File: config.mk
export PLATFORM = sky130hd
export DESIGN_NAME = sel_pipe_mux
export DESIGN_NICKNAME = d
export VERILOG_FILES = /design/src/rtl/sel_pipe_mux.sv
export SDC_FILE = /design/constraint.sdc
export NUM_CORES = 1
export LEC_CHECK = 0
export BUFFER_PORTS_ARGS = -buffer_cell sky130_fd_sc_hd__buf_2
export CAP_MARGIN = 20
export CORE_UTILIZATION = 36
export CTS_CLUSTER_SIZE = 40
export DETAILED_ROUTE_END_ITERATION = 12
export PLACE_DENSITY_LB_ADDON = 0.12
export SYNTH_ARGS = -nofsm -noshare
export SYNTH_HDL_FRONTEND = slang
export SYNTH_SLANG_ARGS = --single-unit
File: constraint.sdc
create_clock -name clk -period 1.4 [get_ports clk]
set_input_delay 0.14 -clock clk [delete_from_list [all_inputs] [get_ports clk]]
set_output_delay 0.14 -clock clk [all_outputs]
set_load 0.1 [all_outputs]
File: src/rtl/sel_pipe_mux.sv
// N-to-1 channel selector with one registered output stage and valid/ready on every channel.
// Optional handshake counter port xfer_cnt when SEL_PIPE_MUX_CNT_EN is defined.
module sel_pipe_mux #(
    parameter int WIDTH = 32,
    parameter int NCH   = 4,
    parameter int SELW  = 2,
    parameter int MODE  = 0
) (
    input  logic                 clk,
    input  logic                 rst,
    input  logic [NCH*WIDTH-1:0] in_data,
    input  logic [NCH-1:0]       in_valid,
    output logic [NCH-1:0]       in_ready,
    input  logic [SELW-1:0]      select,
    output logic [WIDTH-1:0]     out_data,
    output logic [SELW-1:0]      out_chan,
    output logic                 out_valid,
    input  logic                 out_ready
`ifdef SEL_PIPE_MUX_CNT_EN
    ,
    output logic [31:0]          xfer_cnt
`endif
);

    logic                 load_en_s;
    logic                 has_grant_s;
    logic                 grant_valid_s;
    logic                 xfer_s;
    logic [SELW-1:0]      grant_s;
    logic [SELW-1:0]      rr_next_s;
    logic [SELW-1:0]      rr_ptr_r;
    logic [2*NCH-1:0]     rot_wide_s;
    int                   rr_sum_s;
    logic [WIDTH-1:0]     grant_data_s;
    logic [WIDTH-1:0]     out_data_r;
    logic [SELW-1:0]      out_chan_r;
    logic                 out_valid_r;

    // The output slot can take a new beat when empty or being drained this cycle.
    assign load_en_s = !out_valid_r || out_ready;
    assign xfer_s    = has_grant_s && grant_valid_s && load_en_s;
    assign rr_next_s = (int'(grant_s) == NCH - 1) ? {SELW{1'b0}} : grant_s + {{(SELW-1){1'b0}}, 1'b1};

    // Grant selection: external select with range check, or round-robin search from rr_ptr.
    always_comb begin
        grant_s     = {SELW{1'b0}};
        has_grant_s = 1'b0;
        rot_wide_s  = {in_valid, in_valid} >> rr_ptr_r;
        rr_sum_s    = 0;
        if (MODE == 0) begin
            if (32'(select) < 32'(NCH)) begin
                grant_s     = select;
                has_grant_s = 1'b1;
            end else begin
                grant_s     = {SELW{1'b0}};
                has_grant_s = 1'b0;
            end
        end else begin
            // Scan downwards so the smallest offset from rr_ptr is the one that sticks.
            for (int j = NCH - 1; j >= 0; j--) begin
                rr_sum_s = int'(rr_ptr_r) + j;
                rr_sum_s = (rr_sum_s >= NCH) ? rr_sum_s - NCH : rr_sum_s;
                if (rot_wide_s[j]) begin
                    grant_s     = SELW'(rr_sum_s);
                    has_grant_s = 1'b1;
                end else begin
                    has_grant_s = has_grant_s;
                end
            end
        end
    end

    // Route the granted channel's data/valid and raise its ready.
    always_comb begin
        grant_data_s  = {WIDTH{1'b0}};
        grant_valid_s = 1'b0;
        in_ready      = {NCH{1'b0}};
        for (int k = 0; k < NCH; k++) begin
            if (has_grant_s && (grant_s == SELW'(k))) begin
                grant_data_s  = in_data[k*WIDTH +: WIDTH];
                grant_valid_s = in_valid[k];
                in_ready[k]   = load_en_s && !rst;
            end else begin
                in_ready[k]   = 1'b0;
            end
        end
    end

    // Output stage: load on transfer, bubble when loading without transfer, hold on stall.
    always_ff @(posedge clk or posedge rst) begin
        if (rst) begin
            out_data_r  <= {WIDTH{1'b0}};
            out_chan_r  <= {SELW{1'b0}};
            out_valid_r <= 1'b0;
        end else if (load_en_s) begin
            out_valid_r <= xfer_s;
            if (xfer_s) begin
                out_data_r <= grant_data_s;
                out_chan_r <= grant_s;
            end
        end
    end

    // Round-robin pointer moves past the channel just served.
    always_ff @(posedge clk or posedge rst) begin
        if (rst) begin
            rr_ptr_r <= {SELW{1'b0}};
        end else if ((MODE != 0) && xfer_s) begin
            rr_ptr_r <= rr_next_s;
        end
    end

    assign out_data  = out_data_r;
    assign out_chan  = out_chan_r;
    assign out_valid = out_valid_r;

`ifdef SEL_PIPE_MUX_CNT_EN
    logic [31:0] xfer_cnt_r;

    // Count output handshakes; wraps naturally at 32 bits.
    always_ff @(posedge clk or posedge rst) begin
        if (rst) begin
            xfer_cnt_r <= 32'd0;
        end else if (out_valid_r && out_ready) begin
            xfer_cnt_r <= xfer_cnt_r + 32'd1;
        end
    end

    assign xfer_cnt = xfer_cnt_r;
`endif

endmodule

==> impl_metrics.sql <==
INSERT INTO impl_metrics (metric_group, metric, value, unit) VALUES
('yosys', 'synth_compound_area_frac', '0.0153', ''),
('yosys', 'synthAdderAreaFrac', '0', ''),
('grt', 'gr-total-overflow', '0', ''),
('yosys', 'main_combinational_cell_family_by_area_after_synthesis', 'multiplexers', ''),
('yosys', 'synth_xor_area_frac', '0', ''),
('clock_network', 'clk_lat_worst_skew', '0.27', 'ns'),
('clock_network', 'cts_root_buf', 'sky130_fd_sc_hd__clkbuf_8', ''),
('yosys', 'synth_enable_flop_cells', '0', ''),
('setup_path', 'slowest_delay', '0.47', 'ns'),
('clock_network', 'path_clk_slew', '0.07', 'ns'),
('grt', 'grt_start_max_net_pins', '36', ''),
('floorplanning', 'die_w', '80.3', 'µm'),
('yosys', 'number_of_distinct_library_cells_after_synthesis', '21', ''),
('sta', 'layout_worst_path_cycle_share', '1.15', ''),
('route', 'drt_wl_total', '5670', 'µm'),
('run_status', 'failed_checks', 'setup timing', ''),
('route', 'drt_pass1_iterations', '4', ''),
('yosys', 'simple_logic_cell_fraction_of_the_synthesized_area', '0.0301', ''),
('yosys', 'post_synth_mux_area_share', '0.512', ''),
('setup_path', 'worstPathMaxFanout', '4', ''),
('clock_network', 'htree_num_levels', '2', ''),
('setup_path', 'critPathCaptureType', 'primary output', ''),
('cells_and_area', 'utilization', '0.580', ''),
('yosys', 'ys_top_cells_by_area', 'sky130_fd_sc_hd__dfrtp_1 (40%), sky130_fd_sc_hd__mux4_2 (29%), sky130_fd_sc_hd__mux2_2 (17%), sky130_fd_sc_hd__mux4_1 (4.8%), sky130_fd_sc_hd__buf_6 (3.1%)', ''),
('yosys', 'synth_commonest_cells', 'sky130_fd_sc_hd__dfrtp_1 (35), sky130_fd_sc_hd__mux2_2 (34), sky130_fd_sc_hd__mux4_2 (28)', ''),
('sta', 'final_hold_viol_count', '0', ''),
('floorplanning', 'placeableCoreArea', '0.00592', 'mm²'),
('yosys', 'yosys.area.top_type_share', '0.397', ''),
('power_and_ir_drop', 'worst_ir_drop_vdd', '0.996', 'mV'),
('sta', 'setup_violations', '37', ''),
('clock_network', 'postCtsSetupRepairBufs', '0', ''),
('grt', 'initial_antenna_violation_count', '0', ''),
('floorplanning', 'core.rowCount', '28', ''),
('floorplanning', 'die_ar', '0.00644', 'mm²'),
('grt', 'grt_first_pass_wirelength', '8760', 'µm'),
('placed_design', 'place_hpwl', '4720', 'µm'),
('sta', 'report.final.slew_viol_count', '0', ''),
('cells_and_area', 'antenna_cells_inserted', '0', ''),
('run_status', 'outcome', 'finished, violations left', ''),
('placed_design', 'dp_worst_setup_slack', '-0.146', 'ns'),
('setup_path', 'cp_slowest_cell', 'sky130_fd_sc_hd__dfrtp_4', ''),
('power_and_ir_drop', 'design_power_total', '5290', 'µW'),
('route', 'viasPerCell', '4.95', ''),
('yosys', 'post-synth-top-count-cell', 'sky130_fd_sc_hd__dfrtp_1', ''),
('grt', 'grtUsageTotal', '0.179', ''),
('sta', 'postLayoutSetupSlackWorst', '-0.212', 'ns'),
('floorplanning', 'initial_util', '0.372', ''),
('cells_and_area', 'nNetsFinal', '449', ''),
('hold_path', 'hold_class', 'input port to async pin', ''),
('setup_path', 'criticalPathCategory', 'flop to primary output', ''),
('clock_network', 'cts_sinks', '35', ''),
('sta', 'slew-limit-headroom', '0.667', ''),
('power_and_ir_drop', 'leakage', '0.00167', 'µW'),
('setup_path', 'setup.worst_path.start_class', 'flop', ''),
('sta', 'clock_skew', '0.00417', 'ns'),
('grt', 'grt_most_used_layer', 'met2', ''),
('yosys', 'synth-warning-count', '0', ''),
('sta', 'rsz0062_at_grt', 'true', ''),
('yosys', 'ffs_w_async_s_r_synth', '1.00', ''),
('route', 'drt_first_iter_violations', '60', ''),
('placed_design', 'place.gp.congestion', '0.680', ''),
('setup_path', 'ordered_cell_list_for_the_critical_path', 'nor2b_4 > buf_6 > nor2_4 > and3_4 > buf_12', ''),
('sta', 'finalCriticalPeriod', '1.61', 'ns'),
('route', 'drt.antenna.violating_nets', '0', ''),
('cells_and_area', 'post_route_cells_drive_above_1_share', '0.843', ''),
('placed_design', 'portBuffers', '175', ''),
('yosys', 'synth_seq_area_share', '0.397', ''),
('clock_network', 'total_clock_buffers_created_by_cts', '5', ''),
('setup_path', 'cp_data_arrival_time', '1.47', 'ns'),
('yosys', 'synthesized_instance_count', '130', ''),
('yosys', 'mappedNetlistNets', '267', '');
layer usage:
layer  part of all wire  wire length (µm)  vias to the layer above
li1                   -                 -                      889
met3              0.085               485                        4
met5                  0                 0                        -
met2               0.52              2970                       92
met1               0.39              2190                      936
met4             0.0048                27                        0
through the flow:
stage | TNS (ns) | area, µm² | instances
6_report | -4.18 | 3430 | 388
4_1_cts | -4.42 | 3430 | 388
2_1_floorplan | -16.79 | 2270 | 130
3_5_place_dp | -4.30 | 3340 | 380
3_3_place_gp | -3.87 | 3340 | 380
5_1_grt | -6.80 | 3430 | 388
cell type report:
type                       instances  area [µm²]
timing repair buffer             186        1070
clock inverter                     1        5.00
fill                             516        2490
sequential                        35         880
inverter                           3        11.3
multi-input combinational         81        1290
tap                               75        93.8
clock buffer                       7        76.3
sequential cells by signal, summed over array words and instances (netlist names):
signal / flops
out_chan: 2
out_data: 32
out_valid: 1
power breakdown:
part | internal (µW) | switching, µW
registers | 1280 | 117
logic | 769 | 2450
clock network | 349 | 328
critical path, delay by kind of cell, from the launching register on:
family | cells | cell delay [ns]
buf+inv | 2 | 0.30
flops | 1 | 0.47
simple gates | 3 | 0.42
cell families (layout without fill, tap and decap cells):
| kind of cell | after synthesis | count (layout) |
|---|---|---|
| and+or+nand+nor | 11 | 11 |
| buffers and inverters | 14 | 197 |
| DFF | 35 | 35 |
| AOI/OAI and AO/OA | 3 | 3 |
| muxes | 67 | 67 |
cell usage in the layout, fill, tap and decap left out, types with 2 or more instances in the layout:
cell type,n
sky130_fd_sc_hd__inv_1,3
sky130_fd_sc_hd__buf_2,171
sky130_fd_sc_hd__buf_4,6
sky130_fd_sc_hd__and3_4,2
sky130_fd_sc_hd__mux2_2,31
sky130_fd_sc_hd__mux2_4,3
sky130_fd_sc_hd__nor4_4,2
sky130_fd_sc_hd__mux4_1,4
sky130_fd_sc_hd__clkbuf_8,5
sky130_fd_sc_hd__mux4_2,28
sky130_fd_sc_hd__dfrtp_1,34
sky130_fd_sc_hd__buf_12,8
sky130_fd_sc_hd__clkbuf_1,2
worst paths after layout:
check	start	to	slack, ns	depth (start not counted)
setup / recovery	out_valid$_DFFE_PP0P_	in_ready[2]	-0.21	5
hold / removal	rst	out_data[28]$_DFFE_PP0P_	0.05	3
setup reg to reg	out_valid$_DFFE_PP0P_	out_data[23]$_DFFE_PP0P_	-0.13	5
hold reg to reg	out_data[4]$_DFFE_PP0P_	out_data[4]$_DFFE_PP0P_	0.50	1
max in group asynchronous	rst	out_valid$_DFFE_PP0P_	1.00	3
min in group clk	in_valid[0]	out_valid$_DFFE_PP0P_	0.27	4
repair_timing:
| action | CTS | global route |
|---|---|---|
| resized for setup | 3 | 0 |
| pin swaps | 1 | 0 |
| endpoints found under the setup margin | 37 | 37 |
| hold buffers | 0 | 0 |
| gates cloned | 0 | 0 |
Note: power is estimated with default switching activity, not from simulation.
